==> src/rtl/fejkon_pcie_pkg.sv <==
// rtl/fejkon_pcie_pkg.sv - shared TLP types, constants and header struct for the BAR0 request engine
package fejkon_pcie_pkg;

    // Decoded TLP kind; only MRD/MWR are executed, CPL/CPLD are silently ignored.
    typedef enum logic [2:0] {
        MRD,
        MWR,
        CPL,
        CPLD,
        UNKNOWN
    } tlp_t;

    // fmt[1] = has data, fmt[0] = 4DW header
    localparam logic [1:0] FMT_3DW_NODATA = 2'b00;
    localparam logic [1:0] FMT_4DW_NODATA = 2'b01;
    localparam logic [1:0] FMT_3DW_DATA   = 2'b10;
    localparam logic [1:0] FMT_4DW_DATA   = 2'b11;

    localparam logic [4:0] TYPE_MEM = 5'b00000;
    localparam logic [4:0] TYPE_CPL = 5'b01010;

    localparam logic [2:0] CPL_SC = 3'b000;
    localparam logic [2:0] CPL_UR = 3'b001;
    localparam logic [2:0] CPL_CA = 3'b100;

    typedef struct packed {
        logic [1:0]  fmt;
        logic [4:0]  typ;
        logic [9:0]  len;
        logic [15:0] req_id;
        logic [7:0]  tag;
        logic [3:0]  first_be;
    } tlp_hdr_t;

    function automatic logic [31:0] get_dw(input logic [255:0] beat, input int idx);
        return beat[32*idx +: 32];
    endfunction

endpackage

==> src/rtl/fejkon_pcie_tlp_hdr_decode.sv <==
// rtl/fejkon_pcie_tlp_hdr_decode.sv - combinational decode of the first TLP beat
//
// Ports:
//   data_i      256-bit first beat, dword i at [32i+31:32i]
//   bar0_hit_i  request targets BAR0
//   type_o      decoded TLP kind
//   is_4dw_o    4DW header
//   hdr_o       raw header fields (fmt, type, len, requester id, tag, first BE)
//   addr_o      dword-aligned byte address
//   wdata_o     MWr payload dword picked by header size and address QW alignment
//   supported_o single-DW MRd/MWr hitting BAR0 with a valid 4DW upper address
module fejkon_pcie_tlp_hdr_decode
    import fejkon_pcie_pkg::*;
(
    input  logic [255:0] data_i,
    input  logic         bar0_hit_i,
    output tlp_t         type_o,
    output logic         is_4dw_o,
    output tlp_hdr_t     hdr_o,
    output logic [31:0]  addr_o,
    output logic [31:0]  wdata_o,
    output logic         supported_o
);

    logic [31:0] dw0, dw1, dw2, dw3, dw4, dw5;
    logic        unused_bits;

    assign dw0 = get_dw(data_i, 0);
    assign dw1 = get_dw(data_i, 1);
    assign dw2 = get_dw(data_i, 2);
    assign dw3 = get_dw(data_i, 3);
    assign dw4 = get_dw(data_i, 4);
    assign dw5 = get_dw(data_i, 5);

    assign unused_bits = ^{data_i[255:192], dw0[31], dw0[23:10], dw1[7:4]};

    always_comb begin
        hdr_o          = '0;
        hdr_o.fmt      = dw0[30:29];
        hdr_o.typ      = dw0[28:24];
        hdr_o.len      = dw0[9:0];
        hdr_o.req_id   = dw1[31:16];
        hdr_o.tag      = dw1[15:8];
        hdr_o.first_be = dw1[3:0];

        is_4dw_o = hdr_o.fmt[0];

        type_o = UNKNOWN;
        if (hdr_o.typ == TYPE_MEM) begin
            type_o = hdr_o.fmt[1] ? MWR : MRD;
        end else if (hdr_o.typ == TYPE_CPL) begin
            type_o = hdr_o.fmt[1] ? CPLD : CPL;
        end

        addr_o = is_4dw_o ? {dw3[31:2], 2'b00} : {dw2[31:2], 2'b00};

        // Payload starts QW-aligned after the header: a 3DW header leaves
        // dw3 as the odd slot, a 4DW header fills through dw3.
        if (is_4dw_o) begin
            wdata_o = addr_o[2] ? dw5 : dw4;
        end else begin
            wdata_o = addr_o[2] ? dw3 : dw4;
        end

        supported_o = bar0_hit_i && (hdr_o.len == 10'd1) &&
                      (type_o == MRD || type_o == MWR) &&
                      (!is_4dw_o || dw2 == 32'd0);
    end

endmodule

==> src/rtl/fejkon_pcie_bar0_req.sv <==
// rtl/fejkon_pcie_bar0_req.sv - BAR0 MRd/MWr request engine from rx_st to Avalon-MM with completion descriptors
//
// Ports:
//   clk, reset             clock, asynchronous active-high reset
//   rx_st_*                Avalon-ST TLP input from the hard IP (rx_st_empty unused)
//   bar0_mm_*              Avalon-MM master executing single-DW accesses
//   cpl_*                  completion descriptor for every non-posted request
//   stat_ur_count          saturating count of unsupported/dropped TLPs
module fejkon_pcie_bar0_req
    import fejkon_pcie_pkg::*;
#(
    parameter int BAR0_AW    = 16,
    parameter int RD_TIMEOUT = 1024
) (
    input  logic         clk,
    input  logic         reset,
    input  logic [255:0] rx_st_data,
    input  logic         rx_st_valid,
    input  logic         rx_st_startofpacket,
    input  logic         rx_st_endofpacket,
    input  logic [1:0]   rx_st_empty,
    input  logic [7:0]   rx_st_bar,
    output logic         rx_st_ready,
    output logic [31:0]  bar0_mm_address,
    output logic         bar0_mm_read,
    output logic         bar0_mm_write,
    output logic [31:0]  bar0_mm_writedata,
    input  logic         bar0_mm_waitrequest,
    input  logic [31:0]  bar0_mm_readdata,
    input  logic         bar0_mm_readdatavalid,
    output logic         cpl_valid,
    input  logic         cpl_ready,
    output logic [15:0]  cpl_requester_id,
    output logic [7:0]   cpl_tag,
    output logic [6:0]   cpl_lower_addr,
    output logic [2:0]   cpl_status,
    output logic [31:0]  cpl_data,
    output logic [15:0]  stat_ur_count
);

    localparam int TW = $clog2(RD_TIMEOUT + 1);

    typedef enum logic [2:0] {
        ST_IDLE,
        ST_DRAIN,
        ST_MM_WR,
        ST_MM_RD,
        ST_RD_WAIT,
        ST_CPL
    } state_t;

    state_t               state_q, state_d;
    logic [BAR0_AW-1:2]   addr_q, addr_d;
    logic [6:2]           la_q, la_d;
    logic [31:0]          wdata_q, wdata_d;
    logic [31:0]          cdata_q, cdata_d;
    logic [15:0]          reqid_q, reqid_d;
    logic [7:0]           tag_q, tag_d;
    logic [2:0]           status_q, status_d;
    logic [TW-1:0]        timer_q, timer_d;
    logic [15:0]          cnt_q, cnt_d;
    logic                 ur_inc;

    tlp_t                 dec_type;
    logic                 dec_is_4dw;
    tlp_hdr_t             dec_hdr;
    logic [31:0]          dec_addr;
    logic [31:0]          dec_wdata;
    logic                 dec_supported;
    logic                 dec_is_cpl;
    logic                 unused_bits;

    fejkon_pcie_tlp_hdr_decode u_decode (
        .data_i      (rx_st_data),
        .bar0_hit_i  (rx_st_bar[0]),
        .type_o      (dec_type),
        .is_4dw_o    (dec_is_4dw),
        .hdr_o       (dec_hdr),
        .addr_o      (dec_addr),
        .wdata_o     (dec_wdata),
        .supported_o (dec_supported)
    );

    assign unused_bits = ^{rx_st_empty, rx_st_bar[7:1], dec_is_4dw, dec_hdr, dec_addr};
    assign dec_is_cpl  = (dec_type == CPL) || (dec_type == CPLD);

    always_comb begin
        state_d  = state_q;
        addr_d   = addr_q;
        la_d     = la_q;
        wdata_d  = wdata_q;
        cdata_d  = cdata_q;
        reqid_d  = reqid_q;
        tag_d    = tag_q;
        status_d = status_q;
        timer_d  = timer_q;
        ur_inc   = 1'b0;

        case (state_q)
            ST_IDLE: begin
                if (rx_st_valid && rx_st_startofpacket) begin
                    if (!rx_st_endofpacket) begin
                        state_d = ST_DRAIN;
                        ur_inc  = !dec_is_cpl;
                    end else if (dec_supported && dec_type == MWR && dec_hdr.first_be == 4'hF) begin
                        state_d = ST_MM_WR;
                        addr_d  = dec_addr[BAR0_AW-1:2];
                        wdata_d = dec_wdata;
                    end else if (dec_type == MRD) begin
                        la_d    = dec_addr[6:2];
                        reqid_d = dec_hdr.req_id;
                        tag_d   = dec_hdr.tag;
                        if (dec_supported) begin
                            state_d = ST_MM_RD;
                            addr_d  = dec_addr[BAR0_AW-1:2];
                        end else begin
                            state_d  = ST_CPL;
                            status_d = CPL_UR;
                            cdata_d  = 32'd0;
                            ur_inc   = 1'b1;
                        end
                    end else begin
                        ur_inc = !dec_is_cpl;
                    end
                end
            end
            ST_DRAIN: begin
                if (rx_st_valid && rx_st_endofpacket) begin
                    state_d = ST_IDLE;
                end
            end
            ST_MM_WR: begin
                if (!bar0_mm_waitrequest) begin
                    state_d = ST_IDLE;
                end
            end
            ST_MM_RD: begin
                if (!bar0_mm_waitrequest) begin
                    state_d = ST_RD_WAIT;
                    timer_d = '0;
                end
            end
            ST_RD_WAIT: begin
                timer_d = timer_q + TW'(1);
                // Data arriving on the expiry cycle takes priority over the abort.
                if (bar0_mm_readdatavalid) begin
                    state_d  = ST_CPL;
                    status_d = CPL_SC;
                    cdata_d  = bar0_mm_readdata;
                end else if (timer_q == TW'(RD_TIMEOUT - 1)) begin
                    state_d  = ST_CPL;
                    status_d = CPL_CA;
                    cdata_d  = 32'd0;
                end
            end
            ST_CPL: begin
                if (cpl_ready) begin
                    state_d = ST_IDLE;
                end
            end
            default: state_d = ST_IDLE;
        endcase

        cnt_d = cnt_q;
        if (ur_inc && cnt_q != 16'hFFFF) begin
            cnt_d = cnt_q + 16'd1;
        end
    end

    always_ff @(posedge clk or posedge reset) begin
        if (reset) begin
            state_q  <= ST_IDLE;
            addr_q   <= '0;
            la_q     <= '0;
            wdata_q  <= '0;
            cdata_q  <= '0;
            reqid_q  <= '0;
            tag_q    <= '0;
            status_q <= '0;
            timer_q  <= '0;
            cnt_q    <= '0;
        end else begin
            state_q  <= state_d;
            addr_q   <= addr_d;
            la_q     <= la_d;
            wdata_q  <= wdata_d;
            cdata_q  <= cdata_d;
            reqid_q  <= reqid_d;
            tag_q    <= tag_d;
            status_q <= status_d;
            timer_q  <= timer_d;
            cnt_q    <= cnt_d;
        end
    end

    // Ready is gated by reset so the hard IP never sees a stray accept while held in reset.
    assign rx_st_ready       = !reset && (state_q == ST_IDLE || state_q == ST_DRAIN);
    assign bar0_mm_read      = (state_q == ST_MM_RD);
    assign bar0_mm_write     = (state_q == ST_MM_WR);
    assign bar0_mm_address   = {{(32 - BAR0_AW){1'b0}}, addr_q, 2'b00};
    assign bar0_mm_writedata = wdata_q;
    assign cpl_valid         = (state_q == ST_CPL);
    assign cpl_requester_id  = reqid_q;
    assign cpl_tag           = tag_q;
    assign cpl_lower_addr    = {la_q, 2'b00};
    assign cpl_status        = status_q;
    assign cpl_data          = cdata_q;
    assign stat_ur_count     = cnt_q;

endmodule

==> config.mk <==
export PLATFORM = sky130hd
export DESIGN_NAME = fejkon_pcie_bar0_req
export DESIGN_NICKNAME = d
export VERILOG_FILES = /design/src/rtl/fejkon_pcie_pkg.sv /design/src/rtl/fejkon_pcie_tlp_hdr_decode.sv /design/src/rtl/fejkon_pcie_bar0_req.sv
export SDC_FILE = /design/constraint.sdc
export NUM_CORES = 1
export LEC_CHECK = 0
export CORE_AREA = 2 2 176 178
export CTS_CLUSTER_DIAMETER = 40
export CTS_CLUSTER_SIZE = 10
export DETAILED_ROUTE_END_ITERATION = 7
export DIE_AREA = 0 0 178 180
export GPL_ROUTABILITY_DRIVEN = 0
export SLEW_MARGIN = 20
export SYNTH_ARGS = -nofsm -noshare
export SYNTH_HDL_FRONTEND = slang
export SYNTH_SLANG_ARGS = --single-unit
==> constraint.sdc <==
create_clock -name clk -period 3.8 [get_ports clk]
set_clock_uncertainty 0.05 [all_clocks]
set_input_delay 0.38 -clock clk [delete_from_list [all_inputs] [get_ports clk]]
set_output_delay 0.38 -clock clk [all_outputs]
set_load 0.05 [all_outputs]
After elaboration in Yosys (flattened, before gate mapping)
Cells that the tools add are included.
- register bits after elaboration: 140
- bits of input ports: 306
- output and inout bits: 150
- word-level logic and storage cells: 114
- add/subtract/negate cells: 2
- equality and inequality tests: 24
- muxes and demuxes: 47
- bitwise logic cells: 1
- reduce and logical (&&, ||, !) cells: 30
- operators with widths (kind ; number):
    2-to-1 mux 32 bit ; 10
    one-hot mux 32 bit (2 select lines) ; 1
    2-to-1 mux 3 bit ; 20
    2-to-1 mux 14 bit ; 3
    logical NOT 32 bit ; 1
    one-hot mux 11 bit (2 select lines) ; 1
    one-hot mux 3 bit (6 select lines) ; 1
    adder 16 x 1 -> 16 bit (second input constant) ; 1
    2-to-1 mux 16 bit ; 1
    != test 16 bit (second input constant) ; 1
    != test 2 bit (second input constant) ; 8
    AND reduction 7 bit ; 2
    equality test 3 x 2 -> 1 bit (second input constant) ; 4
    adder 11 x 1 -> 11 bit (second input constant) ; 1
    equality test 11 x 10 -> 1 bit (second input constant) ; 1
    2-to-1 mux 11 bit ; 1
    equality test 10 x 1 -> 1 bit (second input constant) ; 1
    AND reduction 5 bit ; 2
    logical AND 1 bit ; 9
    2-to-1 mux 1 bit ; 8
    nonzero test 2 bit ; 4
    equality test 3 x 1 -> 1 bit (second input constant) ; 2
    equality test 3 bit (second input constant) ; 2
    logical NOT 3 bit ; 2
    other kinds (12) ; 17

Logic depth before layout (Yosys ltp)
Gate-level depths: netlist of run 1.
- depth after elaboration: 14
- mapped depth: 9
- mapped depth without buffers: 7

Hierarchy
A second synthesis of run 1 with hierarchy kept.
- cell total of the unflattened synthesis: 657
- area total of the unflattened synthesis: 7367.1 um^2
- modules (own cells, without submodules) (module ; instances ; cells an instance ; area an instance (um^2) ; seq. area each (um^2)):
    fejkon_pcie_bar0_req ; 1 ; 443 ; 5845.6 ; 3478.3
    fejkon_pcie_tlp_hdr_decode ; 1 ; 214 ; 1521.5 ; 0.0

Worst setup path before layout of run 1
OpenSTA, ideal clock, no wires.
- kind: register -> register
- from: register cnt_q[0] (netlist: stat_ur_count[0])
- to: register cnt_q[1] (netlist: stat_ur_count[1])
- setup time: 125 ps
- data arrival time: 2031 ps
- data required time: 3625 ps
- slack: 1594 ps
- stages on the path, launching flop included: 7
- buffers on the path: 0
- cell sequence: dfrtp_1 ha_1 nand3_1 nor4_1 nor2_4 o21a_1 mux2_2
- word-level cells in the longest chain between the ends: 2
- elaborated cells between the ends (all ways): 3
- those cells by class: add/sub: 1; eq/ne: 1; reduce/logical: 1
- RTL lines (element ; RTL line ; text):
    start, declared ; fejkon_pcie_bar0_req.sv:61 ; logic [15:0] cnt_q, cnt_d;
    start signal, assigned ; fejkon_pcie_bar0_req.sv:192 ; cnt_q <= cnt_d;
    branches (longest 2 deep; another with adder 16 x 1 -> 16 bit) ; n/a ;
Parallel ways; which one is timed is not known.
A chain may end at the register's enable or synchronous reset.

Final worst setup path of run 1
- from: input rx_st_data[66]
- to: register state_q[0]
- word-level cells in the longest chain between the ends: 9
- elaborated cells between the ends (all ways): 11
- those cells by class: eq/ne: 1; mux: 4; reduce/logical: 6
- RTL lines (element ; RTL line ; text):
    start, declared ; fejkon_pcie_bar0_req.sv:17 ; input logic [255:0] rx_st_data,
    logical NOT 32 bit * ; fejkon_pcie_tlp_hdr_decode.sv:67 ; (!is_4dw_o || dw2 == 32'd0);
    logical OR 1 bit * ; fejkon_pcie_tlp_hdr_decode.sv:67 ;
    logical AND 1 bit * ; fejkon_pcie_tlp_hdr_decode.sv:66 ; (type_o == MRD || type_o == MWR) &&
    logical AND 1 bit * (2 in series) ; fejkon_pcie_bar0_req.sv:105 ; end else if (dec_supported && dec_type == MWR && dec_hdr.first_be == 4'hF) begin
    2-to-1 mux 3 bit ; fejkon_pcie_bar0_req.sv:105 ;
    2-to-1 mux 3 bit ; fejkon_pcie_bar0_req.sv:102 ; if (!rx_st_endofpacket) begin
    2-to-1 mux 3 bit ; fejkon_pcie_bar0_req.sv:101 ; if (rx_st_valid && rx_st_startofpacket) begin
    one-hot mux 3 bit (6 select lines) ; fejkon_pcie_bar0_req.sv:99 ; case (state_q)
    end signal, assigned ; fejkon_pcie_bar0_req.sv:183 ; state_q <= state_d;
    end, declared ; fejkon_pcie_bar0_req.sv:52 ; state_t state_q, state_d;
Mark *: on every way between the ends. The rest lies on a longest branch, timed or not. The select of a mux whose other input is x is not followed.

==> run summary, run 1 <==
Status - finished, final reports clean
Sink Count - 139
Remaining DRCs - 0
Clock buffer depth - 2
Max_cap viols - 0
Critical path, cell by cell - clkdlybuf4s50_1 > nor4_1 > buf_4 > nand4_1 > o21ai_1 > a31oi_1 > nor3_1 > mux2_2
Period utilisation layout - 70.9%
Yosys cell types - 51
Gate Count Post-Synth - 693
Vias in the first global route - 6300
Number of DRC markers in iteration 0 - 348
Worst slack at placement - 739 ps
Required @ worst endpoint - 4060 ps
Storage element area - 3480 sq um
Row count - 64
Vert. Die Dim - 180 microns
CP endpoint kind - register
Clk slew on worst S/H paths - 60 ps
Post-layout min period - 2690 ps
Most frequent cells in the layout - clkdlybuf4s50_1 (341), nand2_1 (151), dfrtp_1 (139), o21ai_0 (55), mux2i_1 (48)
RSZ-0062 raised after global routing - false
Yosys warnings - 0
Post-Route Setup TNS - 0 ps
Synth async-reset ratio - 100%
Worst vdd ir - 0.000280 V
Critical path class - input pin to register
Met1 Resource Use GR - 17.2%
Detailed Place HPWL - 17.7 mm
Fillers - 3128
Pleak - 4.75 nW
Routed WL per cell - 16.5 microns
Max stage delay cell, worst path - o21ai_1
Synthesized cell area - 6670 sq um
Post-CTS Hold Fix Bufs - 0
Worst slew pin tran - 892 ps
Register area share after synthesis - 52.2%
Pwr dens - 536 nW/um^2
#FFs+latches synth - 139
Vias per inst - 4.39
Post-synth EDFFs - 0
Avg Cell Area, Syn - 9.62 sq um
Skew-Pair Late Insertion Delay - 420 ps
Global Route met2 Usage - 24.1%
H-tree depth - 4
Layout cell share with drive strength beyond 1 - 5.87%
CP Max Fanout - 6
Port bufs - 342
Total Routing Usage GR - 14.5%
Root buf cell - clkbuf_16
Top Usage Layer GRT - met2
Final Hold Fails - 0
Core Util, Final - 36.8%
First-pass GRT wire length - 35.5 mm
Post-DRT Antenna Nets - 0
Commonest non-fill, non-tap cell in the layout - clkdlybuf4s50_1
Pre-antenna DRT Iters - 4
Count of boundary I/O pins - 456
Hold Crit Class - input pin to async pin
CTS tree - yes
Area of the multi-input gates - 2940 sq um
GR Layer Usage met3 - 5.29%
Total power - 0.00596 W
Core area - 30200 sq um
Via count - 6303
PostCTS Resize Cnt - 0
Worst setup SP type - input pin
Max transition margin - 40.5%
Final setup violation count - 0
Buffers & Inverters on Critical Path - 2
Post CTS Setup Buffer Count - 0
Area Overhead vs Synth - 66.9%
CTS Buf Count - 17
Final Max Tran Viols - 0
GR Overflow Total - 0
Initial antenna violation count - 0
Max stage delay on crit path - 570 ps
Fmax - 371 MHz
Crit path max-delay family - compound AO/OA/AOI/OAI gates
Total wire length - 23.7 mm
Die ar. - 32000 sq um
ANT cells - 0
Final WS setup - 1110 ps
Chip width - 178 microns
Starting Density - 22.1%
Final net count - 1334
Pin count of the biggest net entering global routing - 75
Crit path DAT - 2950 ps
Post-synth top flop - dfrtp_1
## cells in the mapped netlist, drive strengths merged, types with 4 or more instances
cell type,count,area (sq um)
buf,32,214
mux2,4,45.0
nor2,44,173
nor3,11,55.1
nor4,13,87.6
mux2i,49,490
inv,7,26.3
o21ai,59,303
clkbuf,28,105
xor2,6,52.6
a21oi,34,170
nand4,14,87.6
nand3,14,70.1
dfrtp,139,3480
xnor2,11,96.3
a22o,33,289
nand2,151,567
## per-layer routing
metal  vias to the layer above  share of wire [%]
li1                       3051                  -
met1                      2948                 42
met2                       278                 47
met3                        26                9.9
met4                         0                1.9
met5                         -                  0
## final timing paths
kind	startpoint	slack, ps	to	cells after the start
worst max-delay path	rx_st_data[66]	1110	state_q[0]$_DFFE_PP0P_	8
worst min-delay path	reset	380	stat_ur_count[7]$_DFFE_PP0P_	3
worst max register to register	state_q[1]$_DFFE_PP0P_	1500	stat_ur_count[14]$_DFFE_PP0P_	6
worst min register to register	cpl_requester_id[15]$_DFFE_PP0P_	420	cpl_requester_id[15]$_DFFE_PP0P_	2
max in group asynchronous	reset	2480	bar0_mm_writedata[22]$_DFFE_PP0P_	3
min in group clk	cpl_requester_id[15]$_DFFE_PP0P_	420	cpl_requester_id[15]$_DFFE_PP0P_	2
## cell type report
cell class                      count  area share, %
Clock inverter                      9           1.43
Multi-Input combinational cell    507           26.4
Inverter                            7          0.270
Sequential cell                   139           31.3
Clock buffer                       23           4.39
Tap cell                          396           4.45
Timing Repair Buffer              354           31.8
## metrics by stage
step,hold WS (ps),cell area [sq um],cells
final,385,11100,1435
after global routing,413,11100,1435
after CTS,388,11100,1435
after detailed placement,405,10500,1403
after global placement,400,10500,1403
after floorplan,395,6740,713
## cells by family (layout without fill, tap and decap cells)
kind of cell               count (synthesis)  in the layout  synth area share (%)
xor gates and xnor gates                  17             17                  2.23
muxes                                     53             53                  8.03
DFF                                      139            139                  52.2
and+or+nand+nor                          270            270                  18.3
adders and majority gates                  2              2                 0.375
other                                      1             21                0.0563
AOI/OAI and AO/OA                        144            144                  13.6
buffers and inverters                     67            393                  5.18
## where the power goes
| group | total (W) | internal [W] | switching, W |
|---|---|---|---|
| registers | 0.00196 | 0.00174 | 0.000218 |
| logic | 0.00213 | 0.000851 | 0.00128 |
| clock network | 0.00187 | 0.00117 | 0.000695 |
| total | 0.00596 | 0.00377 | 0.00220 |
## registers in the layout, indices dropped and copies added, names as in the netlist
name	count
timer_q	11
cpl_requester_id	16
cpl_data	32
cpl_status	2
stat_ur_count	16
bar0_mm_writedata	32
state_q	3
addr_q	14
cpl_tag	8
la_q	5
## worst min-delay path: cells and delay by family
kind / cells / cell delay (ps)
buffers and inverters: 3 / 880
(Power assumes the default switching activity.)
==> run 2: changes to the inputs <==
==> constraint.sdc (replaced) <==
create_clock -name clk -period 2.3 [get_ports clk]
set_clock_uncertainty 0.05 [all_clocks]
set_input_delay 0.23 -clock clk [delete_from_list [all_inputs] [get_ports clk]]
set_output_delay 0.23 -clock clk [all_outputs]
set_load 0.05 [all_outputs]
==> run 2 against run 1 <==
  * Via count is 0.97% higher
  * Worst setup slack worse by 960 ps
  * Combinational power increased by 71%
  * Largest power group unchanged
  * Hold slack worse by 250 ps
  * Clock power increased by 57%
  * Sequential power rose by 63%
  * First-iteration DRC count fell by 25%
  * Clock-buffer cell count rose by 1
  * Flip-flop and latch count did not move
==> run summary, run 2 (synthesis results as in run 1) <==
CTS Buf Count - 17 (unchanged)
Root buf cell - clkbuf_16
Critical path class - register to register
Final net count - 1361 (+2.0%)
First-pass GRT wire length - 36.1 mm (+1.7%)
Clk slew on worst S/H paths - 60 ps (about the same)
Detailed Place HPWL - 18.1 mm (+2.4%)
Core area - 30200 sq um (unchanged)
Critical path, cell by cell - or3_1 > a311o_1 > nor2_4 > o21a_1 > mux2_2
Pwr dens - 859 nW/um^2 (+60%)
Max stage delay on crit path - 440 ps (-130 ps)
Routed WL per cell - 16.3 microns (-1.2%)
GR Overflow Total - 0 (unchanged)
Max stage delay cell, worst path - or3_1
Count of boundary I/O pins - 456 (unchanged)
Max transition margin - 61.2% (+21 points)
Hold Crit Class - input pin to async pin
Tightest hold margin - 139 ps (-246 ps)
Core Util, Final - 37.7% (+0.89 points)
Remaining DRCs - 0 (unchanged)
Vias per inst - 4.35 (-0.90%)
Period utilisation layout - 93.8%
Pre-antenna DRT Iters - 4 (unchanged)
Starting Density - 22.1% (unchanged)
Final setup violation count - 0 (unchanged)
Post-Route Setup TNS - 0 ps (unchanged)
ANT cells - 0 (unchanged)
Pin count of the biggest net entering global routing - 65 (-13%)
Post-CTS Hold Fix Bufs - 0 (unchanged)
Final Max Tran Viols - 0 (unchanged)
Status - finished, final reports clean
Buffers & Inverters on Critical Path - 0 (-2)
Area Overhead vs Synth - 70.9%
Initial antenna violation count - 0 (unchanged)
Max_cap viols - 0 (unchanged)
Post-DRT Antenna Nets - 0 (unchanged)
Die ar. - 32000 sq um (unchanged)
Sink Count - 139 (unchanged)
Worst setup SP type - register
CP Max Fanout - 8 (+2)
Final Hold Fails - 0 (unchanged)
Number of DRC markers in iteration 0 - 261 (-25%)
Total power - 0.00978 W (+64%)
Fmax - 463 MHz
CTS tree - yes
Skew-Pair Late Insertion Delay - 420 ps (about the same)
Clock buffer depth - 2 (unchanged)
Vert. Die Dim - 180 microns (unchanged)
Layout cell share with drive strength beyond 1 - 8.82% (+2.9 points)
Row count - 64 (unchanged)
CP endpoint kind - register
Via count - 6364 (+0.97%)
Chip width - 178 microns (unchanged)
Post-layout min period - 2160 ps
Port bufs - 342 (unchanged)
Total wire length - 23.8 mm (+0.66%)
Dpl cell area - 10800 sq um (+2.7%)
Final instance area - 11400 sq um (+2.4%)
Crit path max-delay family - compound AO/OA/AOI/OAI gates
Vias in the first global route - 6487 (+3.0%)
Worst slew pin tran - 577 ps (-315 ps)
Most frequent cells in the layout - clkdlybuf4s50_1 (336), nand2_1 (151), dfrtp_1 (139), o21ai_0 (54), mux2i_1 (48)
Worst vdd ir - 0.000559 V (+99%)
H-tree depth - 4 (unchanged)
Crit path DAT - 2410 ps (-540 ps)
Total Routing Usage GR - 14.6% (+0.11 points)
RSZ-0062 raised after global routing - false
Required @ worst endpoint - 2550 ps (-1510 ps)
Commonest non-fill, non-tap cell in the layout - clkdlybuf4s50_1
Pleak - 4.92 nW (+3.4%)
run 2: changes by cell type in the layout (fill, tap and decap cells not counted), moves of 2 or more:
cell,previous run,this run
buf_12,2,9
buf_4,10,34
bufinv_16,4,2
clkbuf_8,4,6
clkdlybuf4s50_1,341,336
clkinv_4,2,0
clkinvlp_4,2,4
run 2: report_power, final:
part	internal (W)	switching, W	leakage (nW)
registers	0.00288	0.000326	1.84
clock network	0.00178	0.00115	0.295
logic	0.00150	0.00215	2.78
total	0.00615	0.00363	4.92
run 2: area by class of cell:
| type | count | area, sq um |
|---|---|---|
| inverter | 7 | 30.0 |
| clock buffer | 24 | 512 |
| fill | 3032 | 18800 |
| clock inverter | 8 | 105 |
| multi-input combinational | 507 | 2950 |
| timing repair buffer | 381 | 3820 |
| tap | 396 | 495 |
| sequential | 139 | 3480 |
run 2: routing by layer:
layer  GRT usage (%)  part of all wire (%)
met5               0                     0
met4            4.52                   1.5
met3            4.91                   9.9
met2            24.6                    47
met1            17.5                    41
run 2: stage by stage:
step | worst slack (ps) | instances
final | 142 | 1462
after global routing | 20.8 | 1462
after CTS | 66.7 | 1462
after detailed placement | -612 | 1430
after global placement | -615 | 1430
after floorplan | 94.4 | 713
run 2: what timing repair did:
| item | CTS | global route |
|---|---|---|
| setup endpoints to repair | 88 | 6 |
| hold endpoints to repair | 0 | 0 |
| gates resized for setup | 2 | 2 |
| buffers inserted | 0 | 0 |
run 2: final timing paths:
kind | from | depth (start not counted) | slack [ps] | endpoint
max in group asynchronous | reset | 3 | 1410 | bar0_mm_writedata[27]$_DFFE_PP0P_
worst min register to register | cpl_requester_id[12]$_DFFE_PP0P_ | 2 | 410 | cpl_requester_id[12]$_DFFE_PP0P_
worst max register to register | state_q[1]$_DFFE_PP0P_ | 5 | 140 | stat_ur_count[1]$_DFFE_PP0P_
worst max-delay path | state_q[1]$_DFFE_PP0P_ | 5 | 140 | stat_ur_count[1]$_DFFE_PP0P_
min in group clk | rx_st_data[53] | 3 | 280 | cpl_requester_id[5]$_DFFE_PP0P_
worst min-delay path | reset | 2 | 140 | stat_ur_count[13]$_DFFE_PP0P_
==> run 3: changes to the inputs <==
--- a/config.mk
+++ b/config.mk
@@ -10,7 +10,6 @@
 export CTS_CLUSTER_SIZE = 10
 export DETAILED_ROUTE_END_ITERATION = 7
 export DIE_AREA = 0 0 178 180
-export GPL_ROUTABILITY_DRIVEN = 0
 export SLEW_MARGIN = 20
 export SYNTH_ARGS = -nofsm -noshare
 export SYNTH_HDL_FRONTEND = slang
==> results of run 3 <==
Final layout, timing and power as in run 2 (identical DEF).
